===== src/rtl/alu_result_buffer_if.sv =====
// Handshake bundle between alu_16bit, the result buffer and its consumer.
// The buffer uses the slave view; the environment driving it uses the master view.
interface alu_result_buffer_if #(
    parameter int WIDTH = 16
);
    logic             in_valid;
    logic             in_ready;
    logic [WIDTH-1:0] in_f;
    logic             in_cout;
    logic [3:0]       in_tag;

    logic             out_valid;
    logic             out_ready;
    logic [WIDTH-1:0] out_f;
    logic             out_c;
    logic             out_z;
    logic             out_n;
    logic [3:0]       out_tag;

    modport master (
        output in_valid, in_f, in_cout, in_tag, out_ready,
        input  in_ready, out_valid, out_f, out_c, out_z, out_n, out_tag
    );

    modport slave (
        input  in_valid, in_f, in_cout, in_tag, out_ready,
        output in_ready, out_valid, out_f, out_c, out_z, out_n, out_tag
    );
endinterface


===== src/rtl/alu_result_buffer.sv =====
// FWFT result FIFO behind alu_16bit: flags computed at capture, accumulator
// copy of the last accepted result fed back for chained operations.
module alu_result_buffer #(
    parameter int WIDTH = 16,
    parameter int DEPTH = 4,
    parameter int AW    = 2
) (
    input  logic                  clk,
    input  logic                  rst,
    alu_result_buffer_if.slave    bus,
    output logic [WIDTH-1:0]      acc_q,
    output logic [2:0]            flags_q,
    output logic [AW:0]           count
);

    localparam logic [AW:0] FULL = (AW+1)'(DEPTH);

    logic [AW-1:0]    wr_ptr_q, wr_ptr_d;
    logic [AW-1:0]    rd_ptr_q, rd_ptr_d;
    logic [AW:0]      count_q, count_d;
    logic [WIDTH-1:0] acc_d;
    logic [2:0]       flags_d;

    logic [WIDTH-1:0] f_mem   [DEPTH];
    logic [3:0]       tag_mem [DEPTH];
    logic [2:0]       cnz_mem [DEPTH];

    logic             push;
    logic             pop;
    logic [2:0]       in_cnz;

    // in_ready looks at out_ready so a full buffer can accept while draining.
    always_comb begin
        in_cnz        = {bus.in_cout, bus.in_f[WIDTH-1], (bus.in_f == '0)};
        bus.in_ready  = (count_q != FULL) || bus.out_ready;
        bus.out_valid = (count_q != '0);
        push          = bus.in_valid && bus.in_ready;
        pop           = bus.out_valid && bus.out_ready;
    end

    always_comb begin
        wr_ptr_d = wr_ptr_q + AW'(push);
        rd_ptr_d = rd_ptr_q + AW'(pop);
        count_d  = count_q;
        case ({push, pop})
            2'b10:   count_d = count_q + 1'b1;
            2'b01:   count_d = count_q - 1'b1;
            default: count_d = count_q;
        endcase
        acc_d   = push ? bus.in_f : acc_q;
        flags_d = push ? in_cnz   : flags_q;
    end

    always_ff @(posedge clk or posedge rst) begin
        if (rst) begin
            wr_ptr_q <= '0;
            rd_ptr_q <= '0;
            count_q  <= '0;
            acc_q    <= '0;
            flags_q  <= '0;
        end else begin
            wr_ptr_q <= wr_ptr_d;
            rd_ptr_q <= rd_ptr_d;
            count_q  <= count_d;
            acc_q    <= acc_d;
            flags_q  <= flags_d;
        end
    end

    always_ff @(posedge clk) begin
        if (push) begin
            f_mem[wr_ptr_q]   <= bus.in_f;
            tag_mem[wr_ptr_q] <= bus.in_tag;
            cnz_mem[wr_ptr_q] <= in_cnz;
        end
    end

    always_comb begin
        bus.out_f   = '0;
        bus.out_c   = 1'b0;
        bus.out_n   = 1'b0;
        bus.out_z   = 1'b0;
        bus.out_tag = '0;
        if (bus.out_valid) begin
            bus.out_f                         = f_mem[rd_ptr_q];
            {bus.out_c, bus.out_n, bus.out_z} = cnz_mem[rd_ptr_q];
            bus.out_tag                       = tag_mem[rd_ptr_q];
        end
    end

    assign count = count_q;

endmodule


===== src/flat_wrapper.sv =====
// flat-port wrapper written by rule: the top's interface ports become plain ports
module alu_result_buffer_flat 
#(
    parameter int WIDTH = 16,
    parameter int DEPTH = 4,
    parameter int AW    = 2
)
  (clk, rst, acc_q, flags_q, count, bus_in_valid, bus_in_f, bus_in_cout, bus_in_tag, bus_out_ready, bus_in_ready, bus_out_valid, bus_out_f, bus_out_c, bus_out_z, bus_out_n, bus_out_tag);
  alu_result_buffer_if #(.WIDTH(WIDTH)) bus_i ();
  input  logic clk;
  input  logic rst;
  output logic [WIDTH-1:0] acc_q;
  output logic [2:0] flags_q;
  output logic [AW:0] count;
  input wire logic [$bits(bus_i.in_valid)-1:0] bus_in_valid;
  input wire logic [$bits(bus_i.in_f)-1:0] bus_in_f;
  input wire logic [$bits(bus_i.in_cout)-1:0] bus_in_cout;
  input wire logic [$bits(bus_i.in_tag)-1:0] bus_in_tag;
  input wire logic [$bits(bus_i.out_ready)-1:0] bus_out_ready;
  output wire logic [$bits(bus_i.in_ready)-1:0] bus_in_ready;
  output wire logic [$bits(bus_i.out_valid)-1:0] bus_out_valid;
  output wire logic [$bits(bus_i.out_f)-1:0] bus_out_f;
  output wire logic [$bits(bus_i.out_c)-1:0] bus_out_c;
  output wire logic [$bits(bus_i.out_z)-1:0] bus_out_z;
  output wire logic [$bits(bus_i.out_n)-1:0] bus_out_n;
  output wire logic [$bits(bus_i.out_tag)-1:0] bus_out_tag;
  assign bus_i.in_valid = bus_in_valid;
  assign bus_i.in_f = bus_in_f;
  assign bus_i.in_cout = bus_in_cout;
  assign bus_i.in_tag = bus_in_tag;
  assign bus_i.out_ready = bus_out_ready;
  assign bus_in_ready = bus_i.in_ready;
  assign bus_out_valid = bus_i.out_valid;
  assign bus_out_f = bus_i.out_f;
  assign bus_out_c = bus_i.out_c;
  assign bus_out_z = bus_i.out_z;
  assign bus_out_n = bus_i.out_n;
  assign bus_out_tag = bus_i.out_tag;
  alu_result_buffer #(.WIDTH(WIDTH), .DEPTH(DEPTH), .AW(AW)) u_core (.clk(clk), .rst(rst), .bus(bus_i), .acc_q(acc_q), .flags_q(flags_q), .count(count));
endmodule

===== config.mk =====
export PLATFORM = sky130hd
export DESIGN_NAME = alu_result_buffer_flat
export DESIGN_NICKNAME = d
export VERILOG_FILES = /design/src/rtl/alu_result_buffer_if.sv /design/src/rtl/alu_result_buffer.sv /design/src/flat_wrapper.sv
export SDC_FILE = /design/constraint.sdc
export NUM_CORES = 1
export LEC_CHECK = 0
export ABC_CLOCK_PERIOD_IN_PS = 5100
export CAP_MARGIN = 40
export CORE_ASPECT_RATIO = 1.75
export CORE_MARGIN = 2
export CORE_UTILIZATION = 50
export DETAILED_ROUTE_END_ITERATION = 6
export MAX_ROUTING_LAYER = met4
export PLACE_DENSITY = 0.75
export SLEW_MARGIN = 25
export SYNTH_ARGS = -nofsm -noshare
export SYNTH_HDL_FRONTEND = slang
export SYNTH_SLANG_ARGS = --single-unit

===== constraint.sdc =====
create_clock -name clk -period 5.1 [get_ports clk]
set_input_delay 0.51 -clock clk [delete_from_list [all_inputs] [get_ports clk]]
set_output_delay 0.51 -clock clk [all_outputs]
set_load 0.1 [all_outputs]

==> results.txt, run 1 <==
Critical Path Fanout Max: 14
commonest non-fill, non-tap cell in the layout: edfxtp_1
syn_area_per_cell: 20.6 sq um
synth warn: 0
Rows: 45
CP cell instances: buf_4, mux4_2, nor2b_1, clkdlybuf4s50_1, buf_16
overall routed net length: 9460 um
Placer Congestion: 0.803
Area growth, synth to finish: 50.8%
sequential area share after synthesis: 0.738
synth unique cells: 26
Core ar.: 8610 sq um
vias in the first global route: 2776
Die Ht: 128 um
Post-CTS Setup Bufs: 0
CTS H-tree lvls: 4
clk_lat worst skew: 0.41 ns
clock sink count: 113
Via density: 5.19
Crit Path Category: reg -> out
initial antenna violation count: 0
Slew Viols, Final: 0
post-route ant nets: 0
via count: 2486
CTS resizes: 0
Max Clk Rate: 286 MHz
Fin Setup TNS: 0 ns
run status: finished clean
WP data arrival: 2.98 ns
initial core utilization: 0.514
fin crit share: 0.685
#FFs+latches synth: 113
diode count: 0
Top-Level Pins: 72
Final setup viols: 0
1st-iter DRT viols: 190
HPWL after detailed placement: 5810 um
Die W: 75.1 um
DRC viols: 0
Synth top area share: 0.597
Slew @ Worst Pin: 0.593 ns
crit path time final: 3.49 ns
Total GRT Usage: 0.230
CTS tree: built
CP Capture Type: output port
cts hold-fix bufs: 0
Slew HR: 0.605
layout cells sized above 1: 0.365
Initial DRT Pass Iterations: 5
die area: 9650 sq um
crit start category: flop
Clock Tree Buf Depth: 2
largest net degree at the start of global routing: 25
Synth Cell Area: 4430 sq um
cell taking the most area after synthesis: edfxtp_1
Max Cap Violations: 0
Worst Skew: 0.00558 ns
Slowest-stage cell, CP: dfrtp_1
DR WL/cell: 19.7 um
Worst Path Required: 4.59 ns
commonest cells after routing, fill and taps aside: edfxtp_1 (88), clkdlybuf4s50_1 (71), buf_8 (48)
Core Util, Final: 0.775
Crit path largest cell delay: 0.70 ns
Hold/Removal Path Class: in -> async
Reg clk slew, reported paths: 0.05 ns
Mapped Nets: 244
Port-buffer cells: 71
first-pass GRT wire length: 14800 um
final hold vios: 0
grt total ovfl: 0
Syn Inst Count: 215
largest cells by area after synthesis: edfxtp_1 (60%), dfrtp_1 (14%), mux4_2 (11%)
clk root buf: clkbuf_16
total CTS buffers: 17
# fillers: 440
RSZ-0062 raised after global routing: no
Final nets: 378
## path summary, 6_finish.rpt
path,startpoint,endpoint,slack (ns),depth (start not counted)
hold reg to reg,u_core.acc_q[9],u_core.acc_q[9],0.50,1
min in group clk,u_core.acc_q[9],u_core.acc_q[9],0.50,1
max in group asynchronous,rst,u_core.acc_q[5],4.16,3
setup / recovery,u_core.rd_ptr_q[0],bus_out_c,1.61,5
hold / removal,rst,u_core.flags_q[2],0.45,2
setup reg to reg,u_core.count[0],u_core.count[2],2.57,8
## metal layers
layer,vias to the layer above,share of wire,track usage
met4,0,0.012,0.0882
met1,1275,0.37,0.278
met3,9,0.044,0.0681
met2,84,0.57,0.362
met5,-,0,-
li1,1118,-,-
## through the flow
step	instances	instance area, sq um	hold slack [ns]	worst slack [ns]
final	479	6680	0.449	1.61
after global routing	479	6680	0.503	1.42
after CTS	479	6680	0.454	1.52
after detailed placement	447	6030	0.493	2.02
after global placement	398	5280	0.488	1.76
after floorplan	215	4430	0.488	1.22
## cells in the mapped netlist, drive strengths merged
master  number
edfxtp      88
dfrtp       25
nor2b       23
mux4        22
mux2        18
buf          7
inv          6
nor4         4
xor2         4
clkbuf       3
ha           3
nor3         2
nor3b        2
and3         1
and4         1
fa           1
mux2i        1
nand2        1
nor2         1
or4b         1
xnor2        1
## final cells by class
cell class | instances | area (sq um) | share of cell area
Tap cell | 117 | 146 | 0.0219
Inverter | 6 | 22.5 | 0.00337
Clock inverter | 12 | 186 | 0.0279
Timing Repair Buffer | 125 | 1500 | 0.224
Sequential cell | 113 | 3270 | 0.490
Clock buffer | 20 | 457 | 0.0684
Multi-Input combinational cell | 86 | 1100 | 0.165
## cell families (layout without fill, tap and decap cells)
family / count (synthesis) / in the layout / share of synthesized area
mux: 41 / 41 / 0.167
fa+ha+maj: 4 / 4 / 0.0130
buf+inv: 16 / 163 / 0.0184
flops: 113 / 113 / 0.738
simple gates: 36 / 36 / 0.0537
xor+xnor: 5 / 5 / 0.00989
## critical path, delay by kind of cell (launching register included)
| kind | cells | cell delay, ns |
|---|---|---|
| buffers and inverters | 3 | 1.17 |
| DFF | 1 | 0.70 |
| muxes | 1 | 0.55 |
| and+or+nand+nor | 1 | 0.15 |
## state kept, by name, indices dropped and copies added, names as in the netlist
| signal | count |
|---|---|
| u_core.cnz_mem | 12 |
| u_core.wr_ptr_q | 2 |
| u_core.rd_ptr_q | 2 |
| u_core.flags_q | 3 |
| u_core.f_mem | 60 |
| u_core.tag_mem | 16 |
| u_core.count | 3 |
| u_core.acc_q | 15 |
Power of run 1 is not shown: default switching activity piles up to over one toggle a cycle in this logic, so the estimate is an artifact.
==> run 2: changes to the inputs <==
--- a/config.mk
+++ b/config.mk
@@ -5,7 +5,7 @@
 export SDC_FILE = /design/constraint.sdc
 export NUM_CORES = 1
 export LEC_CHECK = 0
-export ABC_CLOCK_PERIOD_IN_PS = 5100
+export ABC_CLOCK_PERIOD_IN_PS = 3500
 export CAP_MARGIN = 40
 export CORE_ASPECT_RATIO = 1.75
 export CORE_MARGIN = 2
==> constraint.sdc (replaced) <==
create_clock -name clk -period 3.5 [get_ports clk]
set_input_delay 0.35 -clock clk [delete_from_list [all_inputs] [get_ports clk]]
set_output_delay 0.35 -clock clk [all_outputs]
set_load 0.1 [all_outputs]
==> results.txt, run 2 (synthesized netlist as in run 1, its figures left out) <==
Die W: 75.1 um (unchanged)
# fillers: 519 (was 440)
Max Clk Rate: 374 MHz
Worst path most repeated cell: buf_4
# placed instances: 424 (was 447)
Slew @ Worst Pin: 0.698 ns (was 0.593 ns)
Total GRT Usage: 0.220 (was 0.230)
Crit Path Category: reg -> out (unchanged)
Initial DRT Pass Iterations: 4 (was 5)
RSZ-0062 raised after global routing: no (unchanged)
Finished Cell Area: 6140 sq um (was 6680 sq um)
post-route ant nets: 0 (unchanged)
Clock Tree Buf Depth: 2 (unchanged)
layout cells sized above 1: 0.378 (was 0.365)
Port-buffer cells: 71 (unchanged)
CP Capture Type: output port (unchanged)
total CTS buffers: 17 (unchanged)
Top-Level Pins: 72 (unchanged)
CTS resizes: 0 (unchanged)
Final setup viols: 0 (unchanged)
Final nets: 355 (was 378)
Crit path largest cell delay: 0.58 ns (was 0.70 ns)
cts hold-fix bufs: 0 (unchanged)
Worst Skew: 0.00557 ns (was 0.00558 ns)
Die Ht: 128 um (unchanged)
Slowest-stage cell, CP: mux4_2 (was dfrtp_1)
DR WL/cell: 19.9 um (was 19.7 um)
first-pass GRT wire length: 14300 um (was 14800 um)
biggest regs: u_core.f_mem (60), u_core.tag_mem (16), u_core.acc_q (15) (unchanged)
Fin Setup TNS: 0 ns (unchanged)
area post-placement: 5630 sq um (was 6030 sq um)
CP cell instances: buf_4, mux4_2, nor2b_1, buf_4 (was buf_4, mux4_2, nor2b_1, clkdlybuf4s50_1, buf_16)
Reg clk slew, reported paths: 0.05 ns (about the same)
Post-CTS Setup Bufs: 0 (unchanged)
Max Cap Violations: 0 (unchanged)
max reg flops: 60 (unchanged)
vias in the first global route: 2585 (was 2776)
diode count: 0 (unchanged)
Worst Path Buf+Inv: 2 (was 3)
die area: 9650 sq um (unchanged)
run status: finished clean (unchanged)
crit start category: flop (unchanged)
Slew Viols, Final: 0 (unchanged)
Worst Path Required: 3.15 ns (was 4.59 ns)
Core ar.: 8610 sq um (unchanged)
Layout Cells excl Fill: 456 (was 479)
grt met2 use: 0.363 (was 0.362)
grt total ovfl: 0 (unchanged)
initial antenna violation count: 0 (unchanged)
clk_lat worst skew: 0.40 ns (was 0.41 ns)
clk root buf: clkbuf_16 (unchanged)
commonest non-fill, non-tap cell in the layout: edfxtp_1 (unchanged)
Placer Congestion: 0.740 (was 0.803)
initial core utilization: 0.514 (unchanged)
CTS H-tree lvls: 4 (unchanged)
met1 Track Usage GR: 0.249 (was 0.278)
WP data arrival: 2.33 ns (was 2.98 ns)
Via density: 5.21 (was 5.19)
Rows: 45 (unchanged)
largest net degree at the start of global routing: 24 (was 25)
FF-to-FF path depth: 8 (unchanged)
commonest cells after routing, fill and taps aside: edfxtp_1 (88), clkdlybuf4s50_1 (47), buf_4 (31) (was edfxtp_1 (88), clkdlybuf4s50_1 (71), buf_8 (48))
CP top delay family: buffers and inverters (unchanged)
Most Crowded Layer GR: met2 (unchanged)
DRC viols: 0 (unchanged)
Critical Path Source: u_core.rd_ptr_q[0] (unchanged)
via count: 2376 (was 2486)
fin crit share: 0.765
overall routed net length: 9080 um (was 9460 um)
RR Startpoint: u_core.count[0] (unchanged)
clock sink count: 113 (unchanged)
GR Layer Usage met3: 0.0572 (was 0.0681)
Slew HR: 0.534 (was 0.605)
crit path time final: 2.68 ns
HPWL after detailed placement: 6040 um (was 5810 um)
1st-iter DRT viols: 194 (was 190)
Most flops, register: u_core.f_mem (unchanged)
CTS tree: built (unchanged)
Critical Path Fanout Max: 19 (was 14)
final hold vios: 0 (unchanged)
stages on the worst setup path: 4 (was 5)
Hold/Removal Path Class: in -> async (unchanged)
Area growth, synth to finish: 38.7% (was 50.8%)
-- run 2: cell types whose count changed in the layout (fill, tap and decap cells not counted), sizes merged --
| cell | before | now |
|---|---|---|
| bufinv | 5 | 0 |
| clkinv | 6 | 8 |
| clkdlybuf4s50 | 71 | 47 |
| clkbuf | 20 | 24 |
| buf | 54 | 55 |
| clkinvlp | 1 | 0 |
-- run 2: layout make-up --
type / instances / area (sq um) / area share
Timing Repair Buffer: 102 / 1080 / 0.175
Multi-Input combinational cell: 86 / 1120 / 0.182
Inverter: 6 / 22.5 / 0.00367
Sequential cell: 113 / 3270 / 0.532
Tap cell: 117 / 146 / 0.0238
Clock buffer: 24 / 472 / 0.0768
Clock inverter: 8 / 38.8 / 0.00632
-- run 2: metrics by stage --
stage | util | hold WS, ns | setup WS, ns
after global routing | 0.713 | 0.311 | 0.717
after CTS | 0.713 | 0.258 | 0.775
after floorplan | - | 0.377 | 0.00210
final | 0.713 | 0.256 | 0.824
after global placement | 0.610 | 0.497 | 0.875
after detailed placement | 0.653 | 0.499 | 0.798
-- run 2: final timing paths --
check                                     endpoint  slack [ns]
worst max-delay path                  bus_out_f[3]        0.82
worst min-delay path              u_core.acc_q[14]        0.26
worst max register to register     u_core.count[2]        1.02
worst min register to register     u_core.acc_q[1]        0.51
max in group asynchronous       u_core.wr_ptr_q[0]        2.80
min in group clk                   u_core.acc_q[1]        0.51
-- run 2: layer usage --
layer	vias to the layer above	share of wire
met5	-	0
met4	0	0.015
met3	10	0.033
met2	66	0.58
met1	1234	0.38
li1	1066	-
Power of run 2 is left out for the same reason.
